## config.mk

```make
export PLATFORM = sky130hd
export DESIGN_NAME = bp_resolve_ctrl
export DESIGN_NICKNAME = d
export VERILOG_FILES = /design/src/rtl/bp_resolve_ctrl.sv
export SDC_FILE = /design/constraint.sdc
export NUM_CORES = 1
export LEC_CHECK = 0
export ABC_AREA = 1
export ABC_CLOCK_PERIOD_IN_PS = 5530
export BUFFER_PORTS_ARGS = -buffer_cell sky130_fd_sc_hd__buf_2
export CAP_MARGIN = 20
export CORE_MARGIN = 8
export CORE_UTILIZATION = 54
export CTS_BUF_LIST = sky130_fd_sc_hd__clkbuf_4 sky130_fd_sc_hd__clkbuf_8
export DETAILED_ROUTE_END_ITERATION = 16
export MAX_ROUTING_LAYER = met4
export PLACE_DENSITY = 0.79
export SLEW_MARGIN = 20
export SYNTH_ARGS = -nofsm -noshare
export SYNTH_HDL_FRONTEND = slang
export SYNTH_SLANG_ARGS = --single-unit
```

## constraint.sdc

```tcl
create_clock -name CLK -period 5.53 [get_ports CLK]
set_input_delay 1.106 -clock CLK [delete_from_list [all_inputs] [get_ports CLK]]
set_output_delay 1.106 -clock CLK [all_outputs]
set_load 0.02 [all_outputs]
```

## src/rtl/bp_resolve_ctrl.sv

```systemverilog
// bp_resolve_ctrl: branch-resolution controller.
// Records each fetch-time prediction in an in-order prediction queue (PQ).
// As each instruction resolves in EX, compares the actual next PC with the
// predicted next PC. Drives predictor update/flush strobes, the PC redirect,
// and a fetch freeze while the pipeline drains after a misprediction.
//
// Ports
//   CLK, RSTN                    clock (rising edge), async active-low reset
//   if_vld/if_pc/if_bp_taken/if_bp_pc
//                                fetch-side prediction to enqueue
//   ex_vld/ex_pc/ex_branch/ex_call/ex_return/ex_taken/ex_target
//                                resolution of the oldest in-flight instruction
//   alu_*                        predictor update strobes and data (registered)
//   redirect_vld/redirect_pc     one-cycle PC redirect after a misprediction
//   pc_freeze                    hold fetch (flushing or queue full)
//   pq_full/pq_empty             queue status after the current edge
//   pq_err                       sticky protocol error
//   br_cnt/miss_cnt              saturating branch / misprediction counters
module bp_resolve_ctrl #(
  parameter int unsigned PQ_DEPTH     = 4,
  parameter int unsigned PQ_AW        = 2,
  parameter int unsigned FLUSH_CYCLES = 2
) (
  input  logic        CLK,
  input  logic        RSTN,
  input  logic        if_vld,
  input  logic [31:0] if_pc,
  input  logic        if_bp_taken,
  input  logic [31:0] if_bp_pc,
  input  logic        ex_vld,
  input  logic [31:0] ex_pc,
  input  logic        ex_branch,
  input  logic        ex_call,
  input  logic        ex_return,
  input  logic        ex_taken,
  input  logic [31:0] ex_target,
  output logic        alu_branch,
  output logic        alu_call,
  output logic        alu_return,
  output logic        alu_taken,
  output logic        alu_flush,
  output logic [31:0] alu_pc,
  output logic [31:0] alu_target,
  output logic        redirect_vld,
  output logic [31:0] redirect_pc,
  output logic        pc_freeze,
  output logic        pq_full,
  output logic        pq_empty,
  output logic        pq_err,
  output logic [31:0] br_cnt,
  output logic [31:0] miss_cnt
);

  typedef enum logic [0:0] {StRun, StFlush} state_e;

  state_e           state, state_d;
  logic [15:0]      cnt, cnt_d;
  logic [PQ_AW-1:0] wr_ptr, wr_ptr_d, rd_ptr, rd_ptr_d;
  logic [PQ_AW:0]   count, count_d;

  logic [31:0] pq_pc      [PQ_DEPTH];
  logic        pq_taken   [PQ_DEPTH];
  logic [31:0] pq_pred_pc [PQ_DEPTH];

  logic        is_run, push, ex_req, pop, mispredict, br_pop;
  logic [31:0] head_pc, pred_next, act_next;

  assign is_run  = (state == StRun);
  // pc_freeze is the registered output; in RUN it equals the current full flag.
  assign push    = if_vld & ~pc_freeze & is_run;
  assign ex_req  = ex_vld & is_run;
  assign pop     = ex_req & ~pq_empty;
  assign br_pop  = pop & ex_branch;

  assign head_pc    = pq_pc[rd_ptr];
  assign pred_next  = pq_taken[rd_ptr] ? pq_pred_pc[rd_ptr] : head_pc + 32'd4;
  assign act_next   = (ex_branch & ex_taken) ? ex_target : ex_pc + 32'd4;
  assign mispredict = pop & (pred_next != act_next);

  always_comb begin
    wr_ptr_d = wr_ptr;
    rd_ptr_d = rd_ptr;
    count_d  = count;
    if (mispredict) begin
      // Drop the whole queue, including any push arriving this cycle.
      wr_ptr_d = '0;
      rd_ptr_d = '0;
      count_d  = '0;
    end else begin
      if (push) wr_ptr_d = wr_ptr + 1'b1;
      if (pop)  rd_ptr_d = rd_ptr + 1'b1;
      if (push & ~pop)      count_d = count + 1'b1;
      else if (pop & ~push) count_d = count - 1'b1;
    end
  end

  always_comb begin
    state_d = state;
    cnt_d   = cnt;
    unique case (state)
      StRun: begin
        if (mispredict) begin
          state_d = StFlush;
          cnt_d   = 16'(FLUSH_CYCLES - 1);
        end
      end
      StFlush: begin
        if (cnt == '0) state_d = StRun;
        else           cnt_d   = cnt - 16'd1;
      end
      default: state_d = StRun;
    endcase
  end

  // Queue storage needs no reset: entries are only read while count > 0.
  always_ff @(posedge CLK) begin
    if (push & ~mispredict) begin
      pq_pc[wr_ptr]      <= if_pc;
      pq_taken[wr_ptr]   <= if_bp_taken;
      pq_pred_pc[wr_ptr] <= if_bp_pc;
    end
  end

  always_ff @(posedge CLK or negedge RSTN) begin
    if (!RSTN) begin
      state        <= StRun;
      cnt          <= '0;
      wr_ptr       <= '0;
      rd_ptr       <= '0;
      count        <= '0;
      alu_branch   <= 1'b0;
      alu_call     <= 1'b0;
      alu_return   <= 1'b0;
      alu_taken    <= 1'b0;
      alu_flush    <= 1'b0;
      alu_pc       <= '0;
      alu_target   <= '0;
      redirect_vld <= 1'b0;
      redirect_pc  <= '0;
      pc_freeze    <= 1'b0;
      pq_full      <= 1'b0;
      pq_empty     <= 1'b1;
      pq_err       <= 1'b0;
      br_cnt       <= '0;
      miss_cnt     <= '0;
    end else begin
      state      <= state_d;
      cnt        <= cnt_d;
      wr_ptr     <= wr_ptr_d;
      rd_ptr     <= rd_ptr_d;
      count      <= count_d;
      pq_full    <= (count_d == (PQ_AW+1)'(PQ_DEPTH));
      pq_empty   <= (count_d == '0);
      pc_freeze  <= (state_d == StFlush) | (count_d == (PQ_AW+1)'(PQ_DEPTH));
      // Update strobes pulse for one cycle; only branch pops update the data.
      alu_branch <= br_pop;
      alu_call   <= br_pop & ex_call;
      alu_return <= br_pop & ex_return;
      alu_taken  <= br_pop & ex_taken;
      if (br_pop) begin
        alu_pc     <= ex_pc;
        alu_target <= ex_target;
      end
      alu_flush    <= mispredict;
      redirect_vld <= mispredict;
      if (mispredict) redirect_pc <= act_next;
      if ((ex_req & pq_empty) | (pop & (ex_pc != head_pc))) pq_err <= 1'b1;
      if (br_pop & (br_cnt != '1))     br_cnt   <= br_cnt + 32'd1;
      if (mispredict & (miss_cnt != '1)) miss_cnt <= miss_cnt + 32'd1;
    end
  end

endmodule

```

==> flow_metrics.tcl <==
set metrics [dict create \
    outcome "completed" \
    cts_inserted_buffers 77 \
    cts_sinks 453 \
    initial_core_util 0.543 \
    areaGrowthSynthToFinish_pct 15.5 \
    antenna_found_initial 6 \
    critPathRequiredTime_ns 5.85 \
    ys_warn_count 0 \
    syn_area_per_cell_um2 8.66 \
    crit_chain "clkinv_2 -> buf_12 -> nand2_1 -> a32oi_2 -> buf_4 -> nand2_1 -> o21ai_0 -> xnor2_1 -> nand2_1 -> nor3_1 -> nand3_1 -> nor2_1 -> nand3_1 -> nand2_2 -> nand2_1 -> nor2_4 -> buf_12" \
    dieArea_mm2 0.0487 \
    synth_top_family_by_area "simple AND/OR/NAND/NOR gates" \
    peakVddDrop_v 0.000294 \
    clock_path_buffers 3 \
    rsz0062_at_grt "false" \
    dp_hpwl_mm 56.0 \
    cpPeakStageDelay_ns 0.71 \
    cts_setup_buffers 0 \
    slowest_stage "dfrtp_4" \
    end_kind "flip-flop" \
    place_congestion 1.06 \
    drt_wl_total_mm 75.7 \
    dr.pass1.iters 6 \
    clock_power_share 0.231 \
    path_clk_slew_ns 0.08 \
    critPathLaunchType "flip-flop" \
    yosys.area_share.simple 0.264 \
    fin_skew_ns 0.0357 \
    clkLatencyLatePin_ns 0.67 \
    drc 0 \
    hp-class "flip-flop to flip-flop" \
    layout_common_cells "981 x nand2_1, 305 x buf_2, 260 x edfxtp_1, 210 x inv_1, 190 x dfrtp_1" \
    placed_area_mm2 0.0246 \
    cts_hold_buf 0 \
    fp-row-count 75 \
    netlist_instances 2612 \
    hold_viol_final 0 \
    p_int_uw 7330 \
    io_buffers 306 \
    ant_nets 0 \
    die_y_um 221 \
    die_w_um 221 \
    nNetsFinal 3073 \
    fmax_ghz 0.198 \
    slew_headroom 0.264 \
    cts_resized 0 \
    final-max-slew-violation-count 0 \
    wl_per_cell_um 21.5 \
    fin_area_mm2 0.0261 \
    synth_compound_area_frac 0.0664 \
    synth_seq_cells 453 \
    drt-initial-drc-count 2297 \
    synth_xor_area_frac 0.0441 \
    min_period_ns 5.04 \
    synth_fp_nets 2760 \
    swShare 0.442 \
    core_mm2 0.0417 \
    holdWs_ns 0.472 \
    grt_pass1_vias 18752 \
    seq_power_share 0.347 \
    worst_pin_slew_ns 1.09 \
    synth_mux_area_frac 0 \
    yosysSeqAreaShare 0.559 \
    grt_pass1_wl_mm 112 \
    grt_max_degree 114 \
    grt_overflow_total 0 \
    min_period_over_period 0.911 \
    cts-root-buf "clkbuf_8" \
    crit_path_max_fanout 112 \
    cpMostUsedCell "nand2_1" \
    grtUsageTotal 0.315 \
    ios 307 \
    setup_violations 0 \
    cap_violations 0 \
    synth_area_mm2 0.0226 \
    power_uw 13100 \
    drive_gt1_frac 0.168 \
    ys_types 50 \
    final_common_cell "nand2_1" \
    htreeDepth 3 \
    yosys.area_share.adder 0.00608 \
    avgViaCountPerCell 5.63 \
    worst-setup-path-type "flip-flop to flip-flop" \
    p_leak_uw 0.0121 \
    switchingPower_uw 5800 \
    cts_tree "built" \
    combPwrFrac 0.422 \
    powerDensity_mw_per_mm2 503 \
    arrival_ns 5.36 \
    vias 19830 \
]
## sequential cells by signal (all words and copies together), names as in the netlist, 3 cells and up
register / cells
redirect_pc: 32
pq_pred_pc: 128
pq_pc: 128
count: 3
br_cnt: 32
pq_taken: 4
alu_pc: 32
cnt: 16
miss_cnt: 32
alu_target: 32
## routing by layer
metal / track usage / part of all wire / vias to the layer above / wire [µm]
met2: 0.488 / 0.46 / 982 / 35000
met1: 0.405 / 0.41 / 9473 / 30700
met3: 0.0600 / 0.090 / 176 / 6810
met5: - / 0 / - / 0
met4: 0.131 / 0.042 / 0 / 3160
li1: - / - / 9199 / -
## path summary, 6_finish.rpt
| check | start | end | slack, ns | cells past startpoint |
|---|---|---|---|---|
| setup reg to reg | rd_ptr[0] | pq_pc[1][22] | 0.49 | 17 |
| hold reg to reg | alu_target[19] | alu_target[19] | 0.47 | 2 |
| min in group asynchronous | RSTN | cnt[14] | 0.60 | 1 |
| setup / recovery | rd_ptr[0] | pq_pc[1][22] | 0.49 | 17 |
| hold / removal | alu_target[19] | alu_target[19] | 0.47 | 2 |
| max in group asynchronous | RSTN | br_cnt[31] | 3.70 | 2 |
## cells in the mapped netlist (all sizes together)
library cell | n | area, µm²
dfstp | 1 | 26.3
o31ai | 1 | 7.51
xor2 | 89 | 780
a32o | 18 | 180
nor3b | 1 | 7.51
o2111ai | 3 | 26.3
edfxtp | 260 | 7810
nor2 | 200 | 796
o221ai | 1 | 8.76
o22ai | 11 | 68.8
a221oi | 3 | 26.3
o21a | 1 | 7.51
nor4b | 1 | 8.76
o311ai | 1 | 8.76
o22a | 1 | 8.76
nor3 | 58 | 295
a31oi | 1 | 6.26
nand2 | 991 | 3740
nor4 | 12 | 75.1
ha | 11 | 138
nand4 | 21 | 131
dfrtp | 192 | 4800
nand3 | 163 | 831
o21bai | 1 | 7.51
inv | 216 | 811
clkbuf | 28 | 108
buf | 68 | 460
a22oi | 6 | 45.0
nand3b | 4 | 30.0
or2 | 8 | 50.1
xnor2 | 25 | 219
o211ai | 4 | 30.0
and3 | 1 | 6.26
a21oi | 48 | 240
a32oi | 3 | 33.8
o21ai | 159 | 796
## final cells by class
type	count	area, µm²
fillers	3616	15500
multi-input cells	1847	8650
repair buffers	330	1800
flip-flops and latches	453	12600
diodes	7	17.5
clock inverters	28	210
inverters	216	812
well taps	539	674
clock buffers	105	1320
## through the flow
step | utilization | TNS (ns) | worst slack [ns] | cells
finish | 0.627 | 0 | 0.491 | 3525
global route | 0.627 | 0 | 0.169 | 3523
CTS | 0.627 | 0 | 0.434 | 3518
detailed placement | 0.590 | 0 | 0.412 | 3385
global placement | 0.590 | 0 | 0.425 | 3385
floorplan | - | -193.66 | -0.745 | 2612
## worst max-delay path: cells and delay by family (launching register included)
| family | cells | cell delay, ns |
|---|---|---|
| flops | 1 | 0.71 |
| xor+xnor | 1 | 0.20 |
| compound gates | 2 | 0.54 |
| buf+inv | 4 | 1.19 |
| simple gates | 10 | 1.91 |
## power groups by stage
stage	logic [µW]	registers, µW	clock network, µW
2_1_floorplan	3210	4920	0
3_3_place_gp	5410	4580	0
3_5_place_dp	5450	4610	0
4_1_cts	5480	4550	3080
5_1_grt	6050	4600	3230
6_report	5540	4560	3040
## kinds of logic (layout without fill, tap and decap cells)
logic type               count (synthesis)  after routing
buffers and inverters                  312            679
flip-flops                             453            453
AND/OR/NAND/NOR                       1460           1460
adder cells (fa/ha/maj)                 11             11
AO/OA/AOI/OAI                          262            262
other                                    0              7
XOR/XNOR                               114            114
Power figures use the tool's default switching activity.
